File: src/rtl/fc_host_port.sv
// Host-side driver for one FC layer: buffers an input vector, streams it out, collects results.
// Optional build macro FC_HOST_CHECK_EN adds a sticky stream-protocol error flag on err.
module fc_host_port #(
  parameter int M = 8,
  parameter int N = 4,
  parameter int T = 16
) (
  input  logic                  clk,
  input  logic                  reset,
  input  logic                  wr_en,
  input  logic [$clog2(N)-1:0]  wr_addr,
  input  logic signed [T-1:0]   wr_data,
  input  logic                  start,
  output logic                  busy,
  output logic                  done,
  input  logic [$clog2(M)-1:0]  rd_addr,
  output logic signed [T-1:0]   rd_data,
  output logic                  fc_input_valid,
  input  logic                  fc_input_ready,
  output logic signed [T-1:0]   fc_input_data,
  input  logic                  fc_output_valid,
  output logic                  fc_output_ready,
  input  logic signed [T-1:0]   fc_output_data,
  output logic                  err,
  output logic [1:0]            state_dbg
);

  // Both stream ports use valid/ready: a beat moves on a rising edge where valid and
  // ready are both high; the sender holds valid and data stable until that edge.

  localparam int NAW = $clog2(N);
  localparam int MAW = $clog2(M);
  localparam int SW  = $clog2(N + 1);
  localparam int RW  = $clog2(M + 1);

  typedef enum logic [1:0] {IDLE, SEND, RECV, DONE} state_t;

  state_t              state;
  logic [SW-1:0]       send_cnt;
  logic [RW-1:0]       recv_cnt;
  logic signed [T-1:0] xbuf [N];
  logic signed [T-1:0] rbuf [M];

  logic [SW-1:0]       send_nxt;
  logic                in_fire;
  logic                out_fire;
  logic                x_wr;
  logic signed [T-1:0] x0_fwd;

  assign state_dbg = state;
  assign send_nxt  = send_cnt + SW'(1);
  assign in_fire   = (state == SEND) && fc_input_valid && fc_input_ready;
  assign out_fire  = (state == RECV) && fc_output_valid && fc_output_ready;
  assign x_wr      = wr_en && (state == IDLE);
  // A write to element 0 in the start cycle must be the first element sent.
  assign x0_fwd    = (x_wr && wr_addr == '0) ? wr_data : xbuf[0];

  // Buffers have no reset so results survive a mid-transaction reset.
  always_ff @(posedge clk) begin
    if (!reset && x_wr)
      xbuf[wr_addr] <= wr_data;
    if (!reset && out_fire)
      rbuf[recv_cnt[MAW-1:0]] <= fc_output_data;
  end

  always_ff @(posedge clk) begin
    if (reset) begin
      state           <= IDLE;
      send_cnt        <= '0;
      recv_cnt        <= '0;
      busy            <= 1'b0;
      done            <= 1'b0;
      fc_input_valid  <= 1'b0;
      fc_output_ready <= 1'b0;
      fc_input_data   <= '0;
      rd_data         <= '0;
    end else begin
      rd_data <= rbuf[rd_addr];
      done    <= 1'b0;
      case (state)
        IDLE: begin
          if (start) begin
            state          <= SEND;
            send_cnt       <= '0;
            recv_cnt       <= '0;
            busy           <= 1'b1;
            fc_input_valid <= 1'b1;
            fc_input_data  <= x0_fwd;
          end
        end
        SEND: begin
          if (in_fire) begin
            send_cnt <= send_nxt;
            if (send_cnt == SW'(N - 1)) begin
              state           <= RECV;
              fc_input_valid  <= 1'b0;
              fc_output_ready <= 1'b1;
            end else begin
              fc_input_data <= xbuf[send_nxt[NAW-1:0]];
            end
          end
        end
        RECV: begin
          if (out_fire) begin
            recv_cnt <= recv_cnt + RW'(1);
            if (recv_cnt == RW'(M - 1)) begin
              state           <= DONE;
              fc_output_ready <= 1'b0;
              done            <= 1'b1;
            end
          end
        end
        DONE: begin
          state <= IDLE;
          busy  <= 1'b0;
        end
        default: state <= IDLE;
      endcase
    end
  end

`ifdef FC_HOST_CHECK_EN
  always_ff @(posedge clk) begin
    if (reset)
      err <= 1'b0;
    else if ((fc_output_valid && state != RECV) ||
             (state == SEND && fc_input_ready && !fc_input_valid))
      err <= 1'b1;
  end
`else
  assign err = 1'b0;
`endif

endmodule

File: config.mk
export PLATFORM = sky130hd
export DESIGN_NAME = fc_host_port
export DESIGN_NICKNAME = d
export VERILOG_FILES = /design/src/rtl/fc_host_port.sv
export SDC_FILE = /design/constraint.sdc
export NUM_CORES = 1
export LEC_CHECK = 0
export ABC_AREA = 1
export CORE_ASPECT_RATIO = 0.8
export CORE_MARGIN = 4
export CORE_UTILIZATION = 30
export DETAILED_ROUTE_END_ITERATION = 8
export PLACE_DENSITY = 0.54
export SLEW_MARGIN = 20
export SYNTH_ARGS = -nofsm -noshare
export SYNTH_HDL_FRONTEND = slang
export SYNTH_SLANG_ARGS = --single-unit
export TNS_END_PERCENT = 100
File: constraint.sdc
create_clock -name clk -period 2.45 [get_ports clk]
set_input_delay 0.245 -clock clk [delete_from_list [all_inputs] [get_ports clk]]
set_output_delay 0.245 -clock clk [all_outputs]
set_load 0.01 [all_outputs]
== After elaboration in Yosys (flattened, before gate mapping) ==
Memory sizes are Yosys's and may differ from the RTL's. A register that Yosys moved wholly into a read port is not among the register bits.
Index checks and enable logic that the tools add are counted.

* $mul: 0
* Shift operators: 0
* Reduce and logical (&&, ||, !) cells: 23
* Bitwise logic cells: 2
* Mux-type cells: 32
* Magnitude comparators: 0
* Divide/modulo/power cells: 0
* Add/sub/neg operators: 2
* Equality and inequality tests: 11

{| class="wikitable"
|+ Operators with widths
! cell !! number
|-
| $mux 16 || 4
|-
| $pmux 16 s2 || 1
|-
| $mux 1 || 12
|-
| $mux 2 || 5
|-
| $reduce_and 5->1 || 2
|-
| $logic_and 1x1->1 || 8
|-
| $mux 4 || 2
|-
| $ne 2x2->1 const B || 4
|-
| $pmux 2 s4 || 1
|-
| $pmux 4 s2 || 1
|-
| $reduce_and 4->1 || 2
|-
| $reduce_bool 2->1 || 4
|-
| $mux 3 || 2
|-
| $pmux 1 s2 || 3
|-
| $pmux 3 s2 || 1
|-
| $reduce_and 3->1 || 2
|-
| $add 4x1->4 const B || 1
|-
| $eq 2x2->1 const B || 2
|-
| $eq 4x3->1 const B || 1
|-
| $logic_not 2->1 || 2
|-
| $ne 2x1->1 const B || 2
|-
| $add 3x1->3 const B || 1
|-
| $eq 3x2->1 const B || 1
|-
| $reduce_or 3->1 || 1
|-
| 4 further kinds || 5
|}

* Memories kept: 2
* Bits in latches: 0
* Bits in registers: 29
* Logic and storage cells: 80
* Bits of input ports: 43
* Bits in read-only memories: 0
* Bits in writable memories: 192

{| class="wikitable"
|+ Memories
! name !! depth !! width !! read ports !! clocked after memory_dff !! write ports !! line !! RTL
|-
| rbuf || 8 || 16 || 1 || 1 || 1 || 42 || <nowiki>logic signed [T-1:0] rbuf [M];</nowiki>
|-
| xbuf || 4 || 16 || 2 || 0 || 1 || 41 || <nowiki>logic signed [T-1:0] xbuf [N];</nowiki>
|}

== Longest topological paths before layout ==
* Depth in word-level cells: 6
* Mapped depth: 12
* Mapped depth without buffers: 10

== Worst setup path after synthesis ==
No wires, ideal clock.

* Path type: register to register
* From: reg state[0], in the netlist state_dbg[0]
* To: mem xbuf[1][0] (enable)
* Path slack: -0.234 ns
* Stages on the path, launching flop included: 8
* Period minus slack after synthesis: 2.684 ns
* Data arrival time: 2.274 ns
* Cell sequence: dfxtp_1 -> inv_1 -> ha_1 -> nand2_1 -> inv_2 -> buf_2 -> nand2_1 -> nor3_1

* Cells in the longest elaborated chain, start to end: 5

{| class="wikitable"
|+ RTL lines
! item !! line !! RTL
|-
| start, declared || 38 || <nowiki>state_t state;</nowiki>
|-
| start signal, assigned || 68 || <nowiki>state <= IDLE;</nowiki>
|-
| start signal, assigned || 83 || <nowiki>state <= SEND;</nowiki>
|-
| start signal, assigned || 95 || <nowiki>state <= RECV;</nowiki>
|-
| $logic_not 2->1 || 54 || <nowiki>assign x_wr = wr_en && (state == IDLE);</nowiki>
|-
| $logic_and 1x1->1 || 54 ||
|-
| $logic_and 1x1->1 || 60 || <nowiki>if (!reset && x_wr)</nowiki>
|-
| $mux 1 || 60 ||
|-
| $mux 1 (not written as such) || 61 || <nowiki>xbuf[wr_addr] <= wr_data;</nowiki>
|-
| end, declared || 41 ||
|}

No other way between the ends.

== Worst setup path after layout ==
* From: reg state[0], in the netlist state_dbg[0]
* To: mem rbuf[6][13] (enable)

* Cells in the longest elaborated chain, start to end: 6

{| class="wikitable"
|+ RTL lines
! item !! line !! RTL
|-
| $eq 2x2->1 || 53 || <nowiki>assign out_fire = (state == RECV) && fc_output_valid && fc_output_ready;</nowiki>
|-
| $logic_and 1x1->1 (2 in a row) || 53 ||
|-
| $logic_and 1x1->1 || 62 || <nowiki>if (!reset && out_fire)</nowiki>
|-
| $mux 1 || 62 ||
|-
| $mux 1 (not written as such) || 63 || <nowiki>rbuf[recv_cnt[MAW-1:0]] <= fc_output_data;</nowiki>
|-
| end, declared || 42 ||
|}

No other way between the ends.

==> flow_summary_export.csv <==
group,metric,value,unit
sta,finalSetupViolations,0,
layout,antenna_cells,0,
worst_setup_path,endpoint_kind,"register",
route,dr.first_iter.drc_count,410,
floorplan,chipHeight,169.6,um
yosys,synth_commonest_cells,"nor2_1 (196), edfxtp_1 (192), nand2_1 (144)",
yosys,yosys_most_used_dff,"edfxtp_1",
sta,slew_violations,0,
sta,hold_viol,0,
yosys,synth-simple-area-share,20.47,%
clocking,path_clk_slew,0.06,ns
worst_setup_path,critPathMaxStageDelay,0.35,ns
worst_setup_path,cp-start-kind,"register",
yosys,synthMuxAreaShare,0,%
global_routing,grt_antenna_before_repair,0,
pwr,seq_power_share,44.0,%
pwr,combPwrFrac,20.0,%
worst_setup_path,cp.required,2.66,ns
route,drc,0,
sta,whs,0.3786,ns
status,status,"completed",
clocking,cts_buffers,26,
global_routing,grt_usage,12.43,%
yosys,syn-num-nets,990,
route,viasPerCell,4.506,
worst_setup_path,critPathMostFrequentCell,"inv_1",
route,ant_nets,0,
pwr,p_sw_share,28.11,%
clocking,cts_tree,"built",
layout,final_cells,1469,
pwr,p_sw,2.993,mW
sta,tightest_slew,0.5934,ns
pwr,p_leak,4.524,nW
sta,finClkSkew,0.01239,ns
sta,timing.fmax,479.2,MHz
layout,layout-drive-gt1-share,8.389,%
yosys,syn_area_per_cell,10.42,sq um
worst_setup_path,critPathMaxFanout,11,
clocking,postCtsSetupRepairBufs,0,
yosys,synth.distinct_cells,27,
route,first_pass_iters,5,
sta,period_share,85.18,%
pwr,power,10.65,mW
yosys,synth_fa_ha_area_share,1.023,%
layout,area_growth,22.89,%
floorplan,start_util,30.79,%
route,wire_per_inst,15.33,um
clocking,cts_buffer_depth,3,
yosys,synth_top_family_by_area,"simple AND/OR/NAND/NOR gates",
yosys,ys_ff_latch,237,
sta,grt_setup_unrepaired,"no",
yosys,synth_top_area_share,58.90,%
clocking,cts_root_buf,"clkbuf_16",
floorplan,pin_count,82,
sta,tns,0,ns
clocking,hold_buffers,0,
layout,final_area,12030,sq um
global_routing,grt_max_degree,65,
global_routing,overflow,0,
yosys,ys.warnings.count,0,
clocking,numClockSinks,237,
worst_setup_path,crit_type,"reg2reg",
yosys,yosysTopAreaCell,"edfxtp_1",
worst_setup_path,crit_chain,"inv_1, ha_1, inv_1, nor3_1, nand2_1, nor2_1, buf_4",
yosys,synth-compound-area-share,4.755,%
yosys,syn_inst,939,
yosys,ys_seq_area_share,68.11,%
floorplan,core-area,31790,sq um
placed_design,dp_hpwl,15.28,mm
clocking,insertion_delay,0.52,ns
job,maxCapViolCount,0,
sta,layout_min_cycle_time,2.087,ns
worst_setup_path,cp.arrival,2.30,ns
global_routing,grt_pass1_vias,6372,
yosys,synth_edf_count,192,
clocking,post_cts_resized,0,
yosys,synthArstFlopShare,0,%
yosys,synth_xor_area_share,0,%
yosys,synth_area_leaders,"edfxtp_1 (59%), dfxtp_1 (9.2%), nor2_1 (7.5%), nand3_1 (6.1%), nand2_1 (5.5%)",
sta,slew-limit-headroom,60.38,%
route,num_vias,6619,
placed_design,port-buffer-count,80,
pwr,clkPwrFrac,36.1,%
layout,nNetsFinal,1080,
pwr,p_per_area,885.2,nW/um^2
route,wirelength,22.51,mm
placed_design,place_inst,1421,
placed_design,place_congestion,0.7294,
floorplan,row_count,58,
min_path,hold_class,"in2reg",
pwr,ir_drop,0.0004151,V
worst_setup_path,worst_path_max_delay_cell,"dfxtp_1",
yosys,netlist_area,9788,sq um
floorplan,die_area,35600,sq um
placed_design,dpl_cell_area,11180,sq um
yosys,yosysMostFrequentCell,"nor2_1",
clocking,h-tree-depth,1,
pwr,internal_power,7.655,mW
global_routing,grt_pass1_wl,36.15,mm
floorplan,die_w,210.0,um
==> logic make-up after synthesis <==
family / after synthesis
flops: 237
fa+ha+maj: 8
compound gates: 93
simple gates: 477
buf+inv: 123
other cells: 1
==> power by group through the flow <==
stage / registers (mW) / clock network [mW] / logic (mW)
after floorplan: 4.81 / 0 / 1.38
after detailed placement: 4.77 / 0 / 2.15
after global placement: 4.76 / 0 / 2.14
after global routing: 4.71 / 4.12 / 2.41
final: 4.68 / 3.84 / 2.13
after CTS: 4.68 / 3.96 / 2.16
==> routing by layer <==
| metal | part of all wire (%) | track usage [%] |
|---|---|---|
| met1 | 47 | 17.31 |
| met2 | 47 | 20.60 |
| met3 | 4.5 | 2.144 |
| met4 | 1.7 | 2.638 |
| met5 | 0 | 0 |
==> critical path: cells and delay by family, from the launching register on <==
kind	cells	cell delay (ns)
buffers and inverters	3	0.47
AND/OR/NAND/NOR	3	0.71
flip-flops	1	0.35
adder cells (fa/ha/maj)	1	0.25
==> through the flow <==
step / worst slack (ns) / util (%)
after detailed placement: 0.3142 / 35.17
after global routing: 0.1501 / 37.84
after global placement: 0.3596 / 35.17
after floorplan: -0.2336 / -
final: 0.3632 / 37.84
after CTS: 0.3182 / 37.84
==> flip-flops by register name, summed over array words and instances, names as in the netlist <==
register / count
rbuf: 128
xbuf: 64
fc_input_data: 16
rd_data: 16
recv_cnt: 4
send_cnt: 3
state_dbg: 2
busy: 1
done: 1
fc_input_valid: 1
fc_output_ready: 1
==> placed cells by master (no fill, tap or decap) <==
master           count
nor2_1             196
edfxtp_1           192
nand2_1            144
nand3_1            120
o21ai_0             79
clkdlybuf4s50_1     79
inv_1               70
dfxtp_1             45
clkbuf_16           27
buf_4               24
a21oi_1              9
ha_1                 8
nor3_2               7
buf_12               6
o21ai_1              5
clkinv_2             5
clkbuf_1             5
inv_2                4
clkinv_1             4
nand2_2              2
nand2_4              2
bufinv_16            2
clkbuf_8             2
nor3_1               1
nor2_4               1
inv_4                1
nor2_8               1
nor4_1               1
nand4_1              1
nand3b_1             1
conb_1               1
inv_8                1
inv_6                1
clkinvlp_4           1
buf_2                1
==> area by class of cell <==
cell class | instances | area [sq um]
Sequential cell | 237 | 6666
Multi-Input combinational cell | 579 | 2608
Tap cell | 420 | 525.5
Fill cell | 3139 | 19760
Clock inverter | 14 | 127.6
Timing Repair Buffer | 110 | 1096
Inverter | 75 | 284.0
Clock buffer | 34 | 721.9
==> worst paths after layout <==
kind	endpoint	from	slack, ns	cells past startpoint
setup / recovery	rbuf[6][13]	state_dbg[0]	0.36	7
hold / removal	rd_data[6]	rd_addr[0]	0.38	5
setup reg to reg	rbuf[6][13]	state_dbg[0]	0.36	7
hold reg to reg	send_cnt[2]	send_cnt[2]	0.46	2
(Power assumes the default switching activity.)
